$ cat config.mk
export PLATFORM = sky130hd
export DESIGN_NAME = sha256_msg_sequencer
export DESIGN_NICKNAME = d
export VERILOG_FILES = /design/src/rtl/sha256_seq_pkg.sv /design/src/rtl/sha256_msg_sequencer.sv
export SDC_FILE = /design/constraint.sdc
export NUM_CORES = 1
export LEC_CHECK = 0
export CAP_MARGIN = 30
export CORE_AREA = 4 4 410 412
export CTS_BUF_LIST = sky130_fd_sc_hd__clkbuf_8 sky130_fd_sc_hd__clkbuf_16
export DETAILED_ROUTE_END_ITERATION = 16
export DIE_AREA = 0 0 414 416
export GPL_TIMING_DRIVEN = 1
export PLACE_DENSITY_LB_ADDON = 0.12
export SLEW_MARGIN = 15
export SYNTH_ARGS = -nofsm -noshare
export SYNTH_HDL_FRONTEND = slang
export SYNTH_SLANG_ARGS = --single-unit
export TNS_END_PERCENT = 30
$ cat constraint.sdc
create_clock -name clk_i -period 9 [get_ports clk_i]
set_input_delay 1.8 -clock clk_i [delete_from_list [all_inputs] [get_ports clk_i]]
set_output_delay 1.8 -clock clk_i [all_outputs]
set_load 0.005 [all_outputs]
$ cat src/rtl/sha256_seq_pkg.sv
// Shared types, sizes and block-manipulation helpers for the SHA-256 message sequencer.
package sha256_seq_pkg;

  localparam int SHA256_BLOCK_BITS = 512;
  localparam int SHA256_HASH_BITS  = 256;

  typedef enum logic [2:0] {
    ST_IDLE  = 3'd0,
    ST_FILL  = 3'd1,
    ST_PAD   = 3'd2,
    ST_ISSUE = 3'd3,
    ST_WAIT  = 3'd4
  } seq_state_e;

  typedef enum logic [1:0] {
    PEND_NONE = 2'd0,
    PEND_P80  = 2'd1,
    PEND_LEN  = 2'd2
  } pad_pend_e;

  // Byte 0 of a block sits in the most significant byte lane.
  function automatic logic [SHA256_BLOCK_BITS-1:0] put_byte(
    input logic [SHA256_BLOCK_BITS-1:0] blk,
    input logic [5:0]                   idx,
    input logic [7:0]                   val
  );
    logic [SHA256_BLOCK_BITS-1:0] blk_v;
    blk_v = blk;
    for (int i = 0; i < 64; i++) begin
      if (6'(i) == idx) begin
        blk_v[511-8*i -: 8] = val;
      end
    end
    return blk_v;
  endfunction

  // Keeps bytes below idx, writes 0x80 (or 0x00) at idx, zeroes the rest and
  // optionally overlays the 64-bit big-endian bit length in bytes 56..63.
  function automatic logic [SHA256_BLOCK_BITS-1:0] pad_block(
    input logic [SHA256_BLOCK_BITS-1:0] blk,
    input logic [6:0]                   idx,
    input logic [63:0]                  bitlen,
    input logic                         put80,
    input logic                         putlen
  );
    logic [SHA256_BLOCK_BITS-1:0] blk_v;
    blk_v = blk;
    for (int i = 0; i < 64; i++) begin
      if (7'(i) == idx) begin
        blk_v[511-8*i -: 8] = put80 ? 8'h80 : 8'h00;
      end else if (7'(i) > idx) begin
        blk_v[511-8*i -: 8] = 8'h00;
      end
    end
    if (putlen) begin
      blk_v[63:0] = bitlen;
    end
    return blk_v;
  endfunction

endpackage

$ cat src/rtl/sha256_msg_sequencer.sv
// Byte-stream front end for a SHA-256 core: assembles and pads 512-bit blocks,
// sequences the core's init/next/ready handshake and captures the final digest.
module sha256_msg_sequencer
  import sha256_seq_pkg::*;
#(
  parameter int LEN_W = 32
) (
  input  logic                         clk_i,
  input  logic                         rst_ni,
  input  logic                         msg_valid_i,
  output logic                         msg_ready_o,
  input  logic [7:0]                   msg_byte_i,
  input  logic                         msg_last_i,
  input  logic                         msg_empty_i,
  output logic                         core_init_o,
  output logic                         core_next_o,
  output logic [SHA256_BLOCK_BITS-1:0] core_block_o,
  input  logic                         core_ready_i,
  input  logic [SHA256_HASH_BITS-1:0]  core_digest_i,
  input  logic                         core_digest_valid_i,
  output logic [SHA256_HASH_BITS-1:0]  digest_o,
  output logic                         digest_valid_o,
  output logic                         busy_o
);

  seq_state_e                   r_state;
  pad_pend_e                    r_pend;
  logic [SHA256_BLOCK_BITS-1:0] r_block;
  logic [6:0]                   r_idx;
  logic [LEN_W-1:0]             r_bytecnt;
  logic                         r_final;
  logic                         r_first;
  logic                         r_wait_first;
  logic                         r_msg_ready;
  logic                         r_init;
  logic                         r_next;
  logic [SHA256_HASH_BITS-1:0]  r_digest;
  logic                         r_digest_valid;
  logic                         r_busy;

  logic                         w_accept;
  logic                         w_empty_last;
  logic [63:0]                  w_bitlen;

  assign w_accept     = msg_valid_i & r_msg_ready;
  assign w_empty_last = msg_last_i & msg_empty_i;
  assign w_bitlen     = 64'({r_bytecnt, 3'b000});

  // Sequencer FSM: byte capture, padding, core handshake and digest capture.
  always_ff @(posedge clk_i or negedge rst_ni) begin
    if (!rst_ni) begin
      r_state        <= ST_IDLE;
      r_pend         <= PEND_NONE;
      r_block        <= '0;
      r_idx          <= 7'd0;
      r_bytecnt      <= '0;
      r_final        <= 1'b0;
      r_first        <= 1'b0;
      r_wait_first   <= 1'b0;
      r_msg_ready    <= 1'b0;
      r_init         <= 1'b0;
      r_next         <= 1'b0;
      r_digest       <= '0;
      r_digest_valid <= 1'b0;
      r_busy         <= 1'b0;
    end else begin
      r_init <= 1'b0;
      r_next <= 1'b0;
      case (r_state)
        ST_IDLE, ST_FILL: begin
          if (w_accept) begin
            r_busy <= 1'b1;
            if (r_state == ST_IDLE) begin
              r_first        <= 1'b1;
              r_digest_valid <= 1'b0;
            end
            if (w_empty_last) begin
              r_state     <= ST_PAD;
              r_msg_ready <= 1'b0;
            end else begin
              r_block   <= put_byte(r_block, r_idx[5:0], msg_byte_i);
              r_idx     <= r_idx + 7'd1;
              r_bytecnt <= r_bytecnt + LEN_W'(1);
              if (msg_last_i) begin
                r_state     <= ST_PAD;
                r_msg_ready <= 1'b0;
              end else if (r_idx == 7'd63) begin
                r_state     <= ST_ISSUE;
                r_msg_ready <= 1'b0;
                r_final     <= 1'b0;
                r_pend      <= PEND_NONE;
              end else begin
                r_state     <= ST_FILL;
                r_msg_ready <= 1'b1;
              end
            end
          end else begin
            r_msg_ready <= 1'b1;
          end
        end

        ST_PAD: begin
          r_state <= ST_ISSUE;
          if (r_idx == 7'd64) begin
            r_final <= 1'b0;
            r_pend  <= PEND_P80;
          end else if (r_idx <= 7'd55) begin
            r_block <= pad_block(r_block, r_idx, w_bitlen, 1'b1, 1'b1);
            r_final <= 1'b1;
            r_pend  <= PEND_NONE;
          end else begin
            r_block <= pad_block(r_block, r_idx, w_bitlen, 1'b1, 1'b0);
            r_final <= 1'b0;
            r_pend  <= PEND_LEN;
          end
        end

        ST_ISSUE: begin
          if (core_ready_i) begin
            r_init       <= r_first;
            r_next       <= ~r_first;
            r_first      <= 1'b0;
            r_wait_first <= 1'b1;
            r_state      <= ST_WAIT;
          end else begin
            r_state <= ST_ISSUE;
          end
        end

        // The first WAIT cycle overlaps the registered pulse, so the core's ready is stale there.
        ST_WAIT: begin
          if (r_wait_first) begin
            r_wait_first <= 1'b0;
          end else if (core_ready_i && (!r_final || core_digest_valid_i)) begin
            if (r_final) begin
              r_digest       <= core_digest_i;
              r_digest_valid <= 1'b1;
              r_block        <= '0;
              r_idx          <= 7'd0;
              r_bytecnt      <= '0;
              r_final        <= 1'b0;
              r_state        <= ST_IDLE;
              r_msg_ready    <= 1'b1;
              r_busy         <= 1'b0;
            end else begin
              case (r_pend)
                PEND_P80: begin
                  r_block <= pad_block('0, 7'd0, w_bitlen, 1'b1, 1'b1);
                  r_final <= 1'b1;
                  r_pend  <= PEND_NONE;
                  r_state <= ST_ISSUE;
                end
                PEND_LEN: begin
                  r_block <= pad_block('0, 7'd0, w_bitlen, 1'b0, 1'b1);
                  r_final <= 1'b1;
                  r_pend  <= PEND_NONE;
                  r_state <= ST_ISSUE;
                end
                default: begin
                  r_block     <= '0;
                  r_idx       <= 7'd0;
                  r_state     <= ST_FILL;
                  r_msg_ready <= 1'b1;
                end
              endcase
            end
          end else begin
            r_state <= ST_WAIT;
          end
        end

        default: begin
          r_state     <= ST_IDLE;
          r_msg_ready <= 1'b0;
          r_busy      <= 1'b0;
        end
      endcase
    end
  end

  assign msg_ready_o    = r_msg_ready;
  assign core_init_o    = r_init;
  assign core_next_o    = r_next;
  assign core_block_o   = r_block;
  assign digest_o       = r_digest;
  assign digest_valid_o = r_digest_valid;
  assign busy_o         = r_busy;

endmodule

---- Word level (Yosys, flattened, before mapping) ----
Cells that the tools add are included.
storage, ports and cells
  output and inout bits ................... 773
  flip-flop bits (word level) ............. 820
  logic and storage cells ................. 732
  input port bits ......................... 271
cells by class
  equal/unequal tests ..................... 219
  magnitude comparators ................... 65
  bitwise logic cells ..................... 5
  reductions and logical operators ........ 88
  $add $sub $neg .......................... 2
  mux-type cells .......................... 276
operator list
  operator                                                      count
  two-way mux 512 bit                                           6
  two-way mux 8 bit                                             192
  one-hot mux 512 bit (3 select lines)                          1
  one-hot mux 512 bit (2 select lines)                          1
  AND reduction 7 bit                                           57
  == test 6 x 7 -> 1 bit, first input constant                  32
  greater-than comparator 6 x 7 -> 1 bit, first input constant  32
  == test 6 bit, first input constant                           32
  two-way mux 32 bit                                            5
  != test 2 bit, second input constant                          76
  == test 5 x 7 -> 1 bit, first input constant                  16
  greater-than comparator 5 x 7 -> 1 bit, first input constant  16
  == test 5 x 6 -> 1 bit, first input constant                  16
  two-way mux 64 bit                                            1
  one-hot mux 32 bit (2 select lines)                           1
  AND reduction 8 bit                                           8
  == test 4 x 7 -> 1 bit, first input constant                  8
  greater-than comparator 4 x 7 -> 1 bit, first input constant  8
  == test 4 x 6 -> 1 bit, first input constant                  8
  two-way mux 7 bit                                             6
  two-way mux 1 bit                                             35
  adder 32 x 1 -> 32 bit, second input constant                 1
  != test 4 bit, second input constant                          8
  two-way mux 2 bit                                             15
  41 further kinds                                              74

---- Longest topological paths before layout ----
Gate-level depths: netlist (run 1).
  depth in word-level cells ............... 7
  mapped depth ............................ 12
  depth with buffers taken out ............ 7

---- Least setup slack after synthesis (run 1) ----
No wires, ideal clock.
  kind .................................... input -> register
  from .................................... input port core_ready_i
  to ...................................... register r_block[288] (netlist: core_block_o[288])
  setup slack ............................. 5,114 ps
  cell stages on the path ................. 8
  library setup time ...................... 125 ps
  data arrival time ....................... 3,762 ps
  path buffers ............................ 3
  required time ........................... 8,875 ps
  path through ............................ buf_2 nor2b_1 nand3_2 and3_1 buf_2 buf_6 nor4_4 mux2_2
on the way
  cells in the longest elaborated chain, start to end .. 3
RTL lines
  what                                  line                         RTL
  start, declared                       sha256_msg_sequencer.sv:18   input logic core_ready_i,
  logical AND 1 bit                     sha256_msg_sequencer.sv:134  end else if (core_ready_i && (!r_final || core_digest_valid_i)) begin
  != test 2 bit (no source line)        n/a
  AND reduction 7 bit (no source line)  n/a
  end signal, assigned                  sha256_msg_sequencer.sv:112  r_block <= pad_block(r_block, r_idx, w_bitlen, 1'b1, 1'b0);
  end signal, assigned                  sha256_msg_sequencer.sv:148  r_block <= pad_block('0, 7'd0, w_bitlen, 1'b1, 1'b1);
  end signal, assigned                  sha256_msg_sequencer.sv:154  r_block <= pad_block('0, 7'd0, w_bitlen, 1'b0, 1'b1);
  end, declared                         sha256_msg_sequencer.sv:28   logic [SHA256_BLOCK_BITS-1:0] r_block;
No other way between the ends.
A chain may end at the register's enable or synchronous reset.

---- Final worst setup path (run 1) ----
  from .................................... input port core_ready_i
  to ...................................... register r_block[129] (netlist: core_block_o[129])
The elaborated chain is that of the path after synthesis.

==> results of run 1 <==
flip-flops by register name, summed over array words and instances (netlist names), 2 cells and up:
register / cells
core_block_o: 512
digest_o: 256
r_bytecnt: 32
r_idx: 7
r_state: 3
r_pend: 2
worst paths after layout:
| path | from | end | cells after the start |
|---|---|---|---|
| min reg2reg | r_first$_DFFE_PN0P_ | core_next_o$_DFF_PN0_ | 1 |
| max reg2reg | r_idx[0]$_DFFE_PN0P_ | core_block_o[129]$_DFFE_PN0P_ | 10 |
| max | core_ready_i | core_block_o[129]$_DFFE_PN0P_ | 7 |
| min | r_first$_DFFE_PN0P_ | core_next_o$_DFF_PN0_ | 1 |
| max in group asynchronous | rst_ni | digest_o[66]$_DFFE_PN0P_ | 3 |
| min in group asynchronous | rst_ni | core_block_o[264]$_DFFE_PN0P_ | 1 |
power by group through the flow:
stage          logic [mW]  registers (mW)  clock network, mW
2_1_floorplan        2.92            5.61                  0
3_3_place_gp         7.51            5.64                  0
3_5_place_dp         7.51            5.66                  0
4_1_cts              7.53            5.60               4.40
5_1_grt              7.82            5.75               4.53
6_report             7.37            5.59               4.22
cells in the final DEF (no fill, tap or decap), types with 9 or more instances in the layout:
| cell type | n |
|---|---|
| buf_4 | 41 |
| o21ai_0 | 148 |
| clkbuf_16 | 104 |
| nand3_1 | 42 |
| o211ai_1 | 9 |
| mux2_2 | 478 |
| nor2b_1 | 10 |
| nand2_1 | 847 |
| inv_1 | 47 |
| and3_1 | 10 |
| nor3_1 | 11 |
| clkbuf_8 | 18 |
| nand2b_1 | 11 |
| a21oi_1 | 95 |
| clkinv_2 | 23 |
| nand3_2 | 18 |
| clkdlybuf4s50_1 | 1042 |
| nor2_1 | 53 |
| a31oi_1 | 23 |
| or3_1 | 19 |
| dfrtp_1 | 820 |
| o31ai_1 | 19 |
metal layers:
layer / vias up / share of wire [%]
met5: - / 0.019
met4: 4 / 2.0
li1: 12250 / -
met3: 161 / 7.0
met1: 14090 / 41
met2: 926 / 50
kinds of logic (layout without fill, tap and decap cells):
family / after synthesis / count (layout) / synth area share [%]
flip-flops: 820 / 820 / 60.16
AO/OA/AOI/OAI: 365 / 365 / 6.706
adder cells (fa/ha/maj): 8 / 8 / 0.2935
XOR/XNOR: 11 / 11 / 0.2824
other: 0 / 4 / 0
multiplexers: 488 / 488 / 16.08
buffers and inverters: 220 / 1307 / 2.608
AND/OR/NAND/NOR: 1095 / 1095 / 13.87
synthesized netlist by cell type, types with 4 or more instances:
cell,instances
or3_1,19
xnor2_1,4
clkbuf_1,149
o2111ai_1,7
o211ai_1,9
nor2_1,53
nand4_1,8
nand3_1,44
and3_1,18
nor2b_1,10
nand2_1,847
or2_2,4
nand3b_1,5
a21oi_1,95
xor2_1,7
nor3_1,11
mux2_2,478
o31a_1,4
a211oi_1,7
o211ai_2,4
nor3b_2,4
dfrtp_1,820
or4_1,5
nand3_2,16
o22ai_1,5
buf_2,36
a311oi_1,4
and2_1,8
nor3_2,6
nor4_1,5
mux2i_1,8
o31ai_1,19
a21o_1,5
a31oi_1,23
a221oi_4,4
buf_1,8
inv_1,23
o21ai_0,149
ha_1,8
nand2b_1,11
area by class of cell:
| cell class | count | area (um2) | share of cell area (%) |
|---|---|---|---|
| tap | 2189 | 2739 | 5.410 |
| multi-input combinational | 1967 | 12830 | 25.34 |
| timing repair buffer | 1095 | 10980 | 21.69 |
| inverter | 23 | 86.33 | 0.1705 |
| sequential | 820 | 20520 | 40.53 |
| clock inverter | 67 | 606.8 | 1.199 |
| antenna | 4 | 10.01 | 0.01977 |
| clock buffer | 122 | 2850 | 5.630 |
==> results.json, run 1 <==
{
  "worstSkewPairLatency_ns": 0.72,
  "ant_nets": 0,
  "cts_buffers": 104,
  "ir_drop_v": 0.0001690,
  "setup_viol": 0,
  "seq_area_frac_synth_pct": 60.16,
  "grt_pass1_vias": 27640,
  "placed_area_um2": 47070,
  "yosysTopAreaCellShare_pct": 60.16,
  "syn_avg_cell_area_um2": 11.34,
  "yosysTopAreaCell": "dfrtp_1",
  "chipWidth_um": 414,
  "worst_pin_slew_ns": 1.108,
  "leakagePower_nw": 22.10,
  "status": "complete, no violations",
  "dieArea_um2": 172200,
  "vias_per_cell": 4.363,
  "dp_slack_ns": 3.756,
  "clock-sinks": 820,
  "crit_family": "simple AND/OR/NAND/NOR gates",
  "worstPathArrival_ns": 5.02,
  "pwr-share-clk_pct": 24.5,
  "row_count": 149,
  "ys_ff_latch": 820,
  "core_um2": 164400,
  "finalNonFillerCells": 6287,
  "synth_ff_type": "dfrtp_1",
  "fin_area_um2": 50620,
  "wl_per_cell_um": 26.89,
  "start_kind": "primary input",
  "cts_tree": "done",
  "skew_ns": 0.04116,
  "ctsResizeCount": 0,
  "setup_ws_ns": 4.572,
  "dp.cells": 6090,
  "via_count": 27430,
  "fillers": 17010,
  "synth-edff-count": 0,
  "io_pins": 1044,
  "yosysWarningCount": 0,
  "cts-root-to-sink-buffers": 3,
  "cap_violations": 0,
  "p_comb_share_pct": 42.9,
  "path_cells": "clkdlybuf4s50_1 > nor2b_1 > nand3_2 > and3_2 > buf_12 > nor3_2 > mux2_2",
  "rsz0062_at_grt": "false",
  "powerDensity_nw_per_um2": 339.4,
  "p_sw_mw": 6.096,
  "hold_violations": 0,
  "critPathMaxStageDelay_ns": 0.74,
  "p_int_mw": 11.08,
  "gr-total-overflow": 0,
  "post-cts-setup-buffers": 0,
  "met3_usage_pct": 5.146,
  "slew_headroom_pct": 26.16,
  "synth_area_leaders": "dfrtp_1 60%, mux2_2 16%, nand2_1 9.3%, o21ai_0 2.2%, clkbuf_1 1.6%",
  "fin_crit_sh_pct": 49.20,
  "grtUsageTotal_pct": 18.93,
  "clock-root-buffer": "clkbuf_16",
  "antenna_found_initial": 15,
  "cp_num_buf_inv": 2,
  "h-tree-depth": 3,
  "fin_util_pct": 30.79,
  "place.gp.congestion": 0.8811,
  "cp-end-kind": "flop",
  "hold_buffers": 0,
  "synth_cells": 3007,
  "synth_nets": 3286,
  "rrSetupSlack_ns": 4.87,
  "drt_wl_total_um": 169100,
  "cp.required_ns": 9.60,
  "die_y_um": 416,
  "async_flop_share_pct": 100.0,
  "cp_slowest_cell": "nor3_2",
  "switching_share_pct": 35.48,
  "drtIter0Drc": 2066,
  "fmax_mhz": 225.9,
  "fin_crit_ns": 4.428,
  "hpwl_um": 124600,
  "clkTransAtPathRegs_ns": 0.06,
  "p_seq_share_pct": 32.6,
  "detail_route.first_pass.iterations": 6,
  "met2_usage_pct": 32.78,
  "area_growth_pct": 48.41,
  "hold_class": "reg -> reg",
  "crit_path_max_fanout": 17,
  "drc": 0,
  "crit_type": "in -> reg",
  "tns_ns": 0,
  "busiest_layer": "met2",
  "synth_area_um2": 34110,
  "grt_pass1_wl_um": 235000,
  "final_nets": 4290,
  "layout-drive-gt1-share_pct": 18.69,
  "synth.distinct_cells": 81,
  "slew_viol_final": 0,
  "power_mw": 17.18,
  "holdWs_ns": 0.4653,
  "start_util_pct": 20.74,
  "use_met1_pct": 23.67,
  "grt_max_degree": 209,
  "io_buffers": 1043
}
No activity file was read; power rests on OpenSTA's default activity.
==> inputs of run 2 (changes only) <==
CORE_AREA = 4 4 407 409   (was 4 4 410 412)
DIE_AREA = 0 0 411 413   (was 0 0 414 416)
clock period = 4.06 ns   (was 9 ns; I/O delays follow)
==> results.json, run 2 (same netlist as run 1, synthesis figures left out) <==
{
  "crit_path_max_fanout": 20,
  "hold_buffers": 0,
  "power_mw": 38.85,
  "grt_pass1_vias": 28130,
  "clock-sinks": 820,
  "ant_nets": 0,
  "layout_common_cells": "1042 x clkdlybuf4s50_1, 847 x nand2_1, 820 x dfrtp_1",
  "hold_class": "in -> async",
  "core_um2": 162000,
  "layout-drive-gt1-share_pct": 20.33,
  "start_kind": "flop",
  "powerDensity_nw_per_um2": 754.6,
  "crit_type": "reg -> reg",
  "status": "complete, no violations",
  "ir_drop_v": 0.0003730,
  "start_util_pct": 21.05,
  "largest_register_ffs": 512,
  "fin_crit_sh_pct": 83.21,
  "r2r_cells": 6,
  "cts-root-to-sink-buffers": 3,
  "reg2reg_to": "core_block_o[332]$_DFFE_PN0P_",
  "detail_route.first_pass.iterations": 6,
  "wl_per_cell_um": 27.26,
  "critPathMaxStageDelay_ns": 0.70,
  "final_nets": 4365,
  "ctsResizeCount": 0,
  "skew_ns": 0.05033,
  "slew_headroom_pct": 40.23,
  "io_buffers": 1043,
  "rrSetupSlack_ns": 0.68,
  "row_count": 148,
  "drtIter0Drc": 1798,
  "critical_path.endpoint": "core_block_o[332]$_DFFE_PN0P_",
  "cts_buffers": 106,
  "vias_per_cell": 4.352,
  "grt_max_degree": 123,
  "rsz0062_at_grt": "false",
  "hold_violations": 0,
  "chipWidth_um": 411,
  "post-cts-setup-buffers": 0,
  "holdWs_ns": 0.08523,
  "area_growth_pct": 50.95,
  "cp.required_ns": 4.63,
  "drc": 0,
  "antenna_found_initial": 25,
  "setup_viol": 0,
  "final_common_cell": "clkdlybuf4s50_1",
  "startpoint": "r_idx[4]$_DFFE_PN0P_",
  "worstPathArrival_ns": 3.95,
  "via_count": 27690,
  "slew_viol_final": 0,
  "clock-root-buffer": "clkbuf_16",
  "dieArea_um2": 169700,
  "gr-total-overflow": 0,
  "cts_tree": "done",
  "cp-end-kind": "flop",
  "hpwl_um": 130500,
  "worstSkewPairLatency_ns": 0.73,
  "grt_pass1_wl_um": 237500,
  "fmax_mhz": 296.0,
  "die_y_um": 413,
  "path_cells": "buf_4 > nor3b_1 > nand2b_1 > o21ai_0 > nand3_2 > mux2_2",
  "tns_ns": 0,
  "worst_pin_slew_ns": 0.8949,
  "io_pins": 1044,
  "h-tree-depth": 3,
  "place.gp.congestion": 0.8937,
  "leakagePower_nw": 22.59,
  "clkTransAtPathRegs_ns": 0.06,
  "fin_util_pct": 31.78,
  "setup_ws_ns": 0.6818,
  "dp_slack_ns": 0.2797,
  "cp_slowest_cell": "dfrtp_1",
  "drt_wl_total_um": 173400,
  "grtUsageTotal_pct": 19.70,
  "fin_crit_ns": 3.378,
  "cap_violations": 0,
  "reg2reg_from": "r_idx[4]$_DFFE_PN0P_"
}
run 2: cell types whose count changed in the layout (fill, tap and decap cells not counted), sizes merged:
cell | previous run | this run
clkbuf | 122 | 136
bufinv | 6 | 8
diode | 4 | 10
buf | 53 | 126
clkinv | 29 | 25
inv | 51 | 48
run 2: through the flow:
step | cells | cell area (um2)
final | 6361 | 51490
after global routing | 6353 | 51470
after CTS | 6351 | 51460
after detailed placement | 6153 | 47750
after global placement | 6151 | 47700
after floorplan | 3007 | 34110
run 2: routing by layer:
layer  track usage, %  up-vias  part of all wire (%)
met4            4.479        6                   2.0
met2            35.32      951                    52
li1                 -    12420                     -
met1            23.42    14130                    39
met3            5.341      182                   7.2
met5                0        -                 0.027
run 2: layout make-up:
class | instances | area (um2)
sequential | 820 | 20520
clock buffer | 136 | 3065
inverter | 23 | 86.33
clock inverter | 62 | 650.6
tap | 2175 | 2721
fill | 16750 | 110500
multi-input combinational | 1967 | 12800
timing repair buffer | 1168 | 11620
antenna | 10 | 25.02
run 2: worst min path at each step:
stage                        start                       endpoint  slack [ns]  cells past startpoint
6_report                    rst_ni  core_block_o[297]$_DFFE_PN0P_        0.09                      1
3_3_place_gp   r_first$_DFFE_PN0P_          core_next_o$_DFF_PN0_        0.45                      1
3_5_place_dp   r_first$_DFFE_PN0P_          core_next_o$_DFF_PN0_        0.44                      1
2_1_floorplan  r_first$_DFFE_PN0P_          core_next_o$_DFF_PN0_        0.42                      1
4_1_cts                     rst_ni  core_block_o[297]$_DFFE_PN0P_        0.04                      1
5_1_grt                     rst_ni  core_block_o[297]$_DFFE_PN0P_        0.08                      1
run 2: report_power, final:
part           internal [mW]  total, mW  switching, mW
Combinational           8.55       16.5           7.99
Clock                   5.85       9.92           4.06
Sequential              10.9       12.4           1.52
Total                   25.3       38.9           13.6
run 2: worst max-delay path: cells and delay by family, from the launching register on:
kind | cells | cell delay (ns)
buffers and inverters | 1 | 0.36
and+or+nand+nor | 3 | 1.36
muxes | 1 | 0.39
AOI/OAI and AO/OA | 1 | 0.38
DFF | 1 | 0.70
==> inputs of run 3 (changes only) <==
clock period = 2.92 ns   (was 4.06 ns; I/O delays follow)
==> results.json, run 3 (same netlist as run 1, synthesis figures left out) <==
{
  "status": "complete, no violations",
  "grt_pass1_vias": 28550,
  "detail_route.first_pass.iterations": 6,
  "layout-drive-gt1-share_pct": 21.93,
  "worst_pin_slew_ns": 0.7144,
  "fin_util_pct": 32.60,
  "cts_tree": "done",
  "drc": 0,
  "ant_nets": 0,
  "hold_class": "in -> reg",
  "fmax_mhz": 352.0,
  "drt_wl_total_um": 170600,
  "cp.required_ns": 3.56,
  "via_count": 27750,
  "cts-root-to-sink-buffers": 3,
  "chipWidth_um": 411,
  "vias_per_cell": 4.301,
  "fin_crit_sh_pct": 97.30,
  "antenna_found_initial": 11,
  "cts_buffers": 105,
  "skew_ns": 0.02755,
  "grtUsageTotal_pct": 19.41,
  "hpwl_um": 129300,
  "slew_viol_final": 0,
  "ctsResizeCount": 0,
  "start_util_pct": 21.05,
  "rsz0062_at_grt": "false",
  "post-cts-setup-buffers": 0,
  "io_buffers": 1043,
  "die_y_um": 413,
  "drtIter0Drc": 1544,
  "layout_common_cells": "1042 x clkdlybuf4s50_1, 847 x nand2_1, 820 x dfrtp_1",
  "clock-sinks": 820,
  "fin_crit_ns": 2.841,
  "clkTransAtPathRegs_ns": 0.06,
  "crit_path_max_fanout": 13,
  "hold_violations": 0,
  "dieArea_um2": 169700,
  "core_um2": 162000,
  "final_common_cell": "clkdlybuf4s50_1",
  "powerDensity_nw_per_um2": 1037,
  "area_growth_pct": 54.85,
  "leakagePower_nw": 23.33,
  "grt_pass1_wl_um": 235300,
  "cp-end-kind": "flop",
  "gr-total-overflow": 0,
  "cap_violations": 0,
  "crit_type": "reg -> reg",
  "setup_viol": 0,
  "rrSetupSlack_ns": 0.08,
  "largest_register_ffs": 512,
  "row_count": 148,
  "final_nets": 4464,
  "multi_input_area_um2": 12820,
  "hold_buffers": 1,
  "seqCellArea_um2": 20520,
  "start_kind": "flop",
  "clock-root-buffer": "clkbuf_16",
  "ir_drop_v": 0.0004893,
  "fillers": 16590,
  "h-tree-depth": 3,
  "slew_headroom_pct": 52.15,
  "place.gp.congestion": 0.8865,
  "worstSkewPairLatency_ns": 0.71,
  "grt_max_degree": 83,
  "wl_per_cell_um": 26.44,
  "io_pins": 1044,
  "tns_ns": 0,
  "worstPathArrival_ns": 3.48
}
-- run 3: final cells by class --
cell class	instances	share of cell area, %
Antenna cell	3	0.01421
Clock buffer	135	5.756
Clock inverter	60	0.9570
Inverter	23	0.1635
Multi-Input combinational cell	1967	24.28
Sequential cell	820	38.85
Tap cell	2175	5.152
Timing Repair Buffer	1268	24.83
-- run 3: per-layer routing --
layer  up-vias  GRT usage (%)  share of wire (%)
met2       853          34.52                 51
li1      12630              -                  -
met1     14100          23.01                 39
met5         -              0             0.0041
met3       161          5.345                6.9
met4         2          5.000                2.3
-- run 3: power breakdown --
part	switching, mW	internal (mW)	leakage, nW
Sequential	1.98	15.1	10.5
Clock	5.44	7.76	1.86
Combinational	11.3	13.1	10.9
-- run 3: critical path: stages, from the launching register on --
cell	delay, ns
dfrtp_1	0.37
buf_4	0.15
nor3b_2	0.41
buf_4	0.19
buf_4	0.23
nand3_1	0.53
o21ai_0	0.63
mux2_2	0.25
-- run 3: path summary, 6_finish.rpt --
| path | startpoint | to | depth (start not counted) |
|---|---|---|---|
| max | r_state[2]$_DFFE_PN0P_ | core_block_o[191]$_DFFE_PN0P_ | 7 |
| min | core_digest_i[220] | digest_o[220]$_DFFE_PN0P_ | 3 |
| max reg2reg | r_state[2]$_DFFE_PN0P_ | core_block_o[191]$_DFFE_PN0P_ | 7 |
| min reg2reg | r_first$_DFFE_PN0P_ | core_next_o$_DFF_PN0_ | 1 |
| max in group asynchronous | rst_ni | digest_o[169]$_DFFE_PN0P_ | 3 |
| min in group asynchronous | rst_ni | core_block_o[232]$_DFFE_PN0P_ | 2 |
-- run 3: through the flow --
step	total power, mW	std cells	area, um2	hold slack (ns)	setup slack (ns)
after floorplan	26.32	3007	34110	0.2884	0.07975
after global placement	42.18	6252	49250	0.4475	-0.2895
after detailed placement	42.34	6252	49250	0.4472	-0.2687
after CTS	56.01	6448	52810	0.3107	0.1498
after global routing	57.79	6449	52810	0.3593	0.02476
final	54.77	6451	52820	0.3963	0.07878
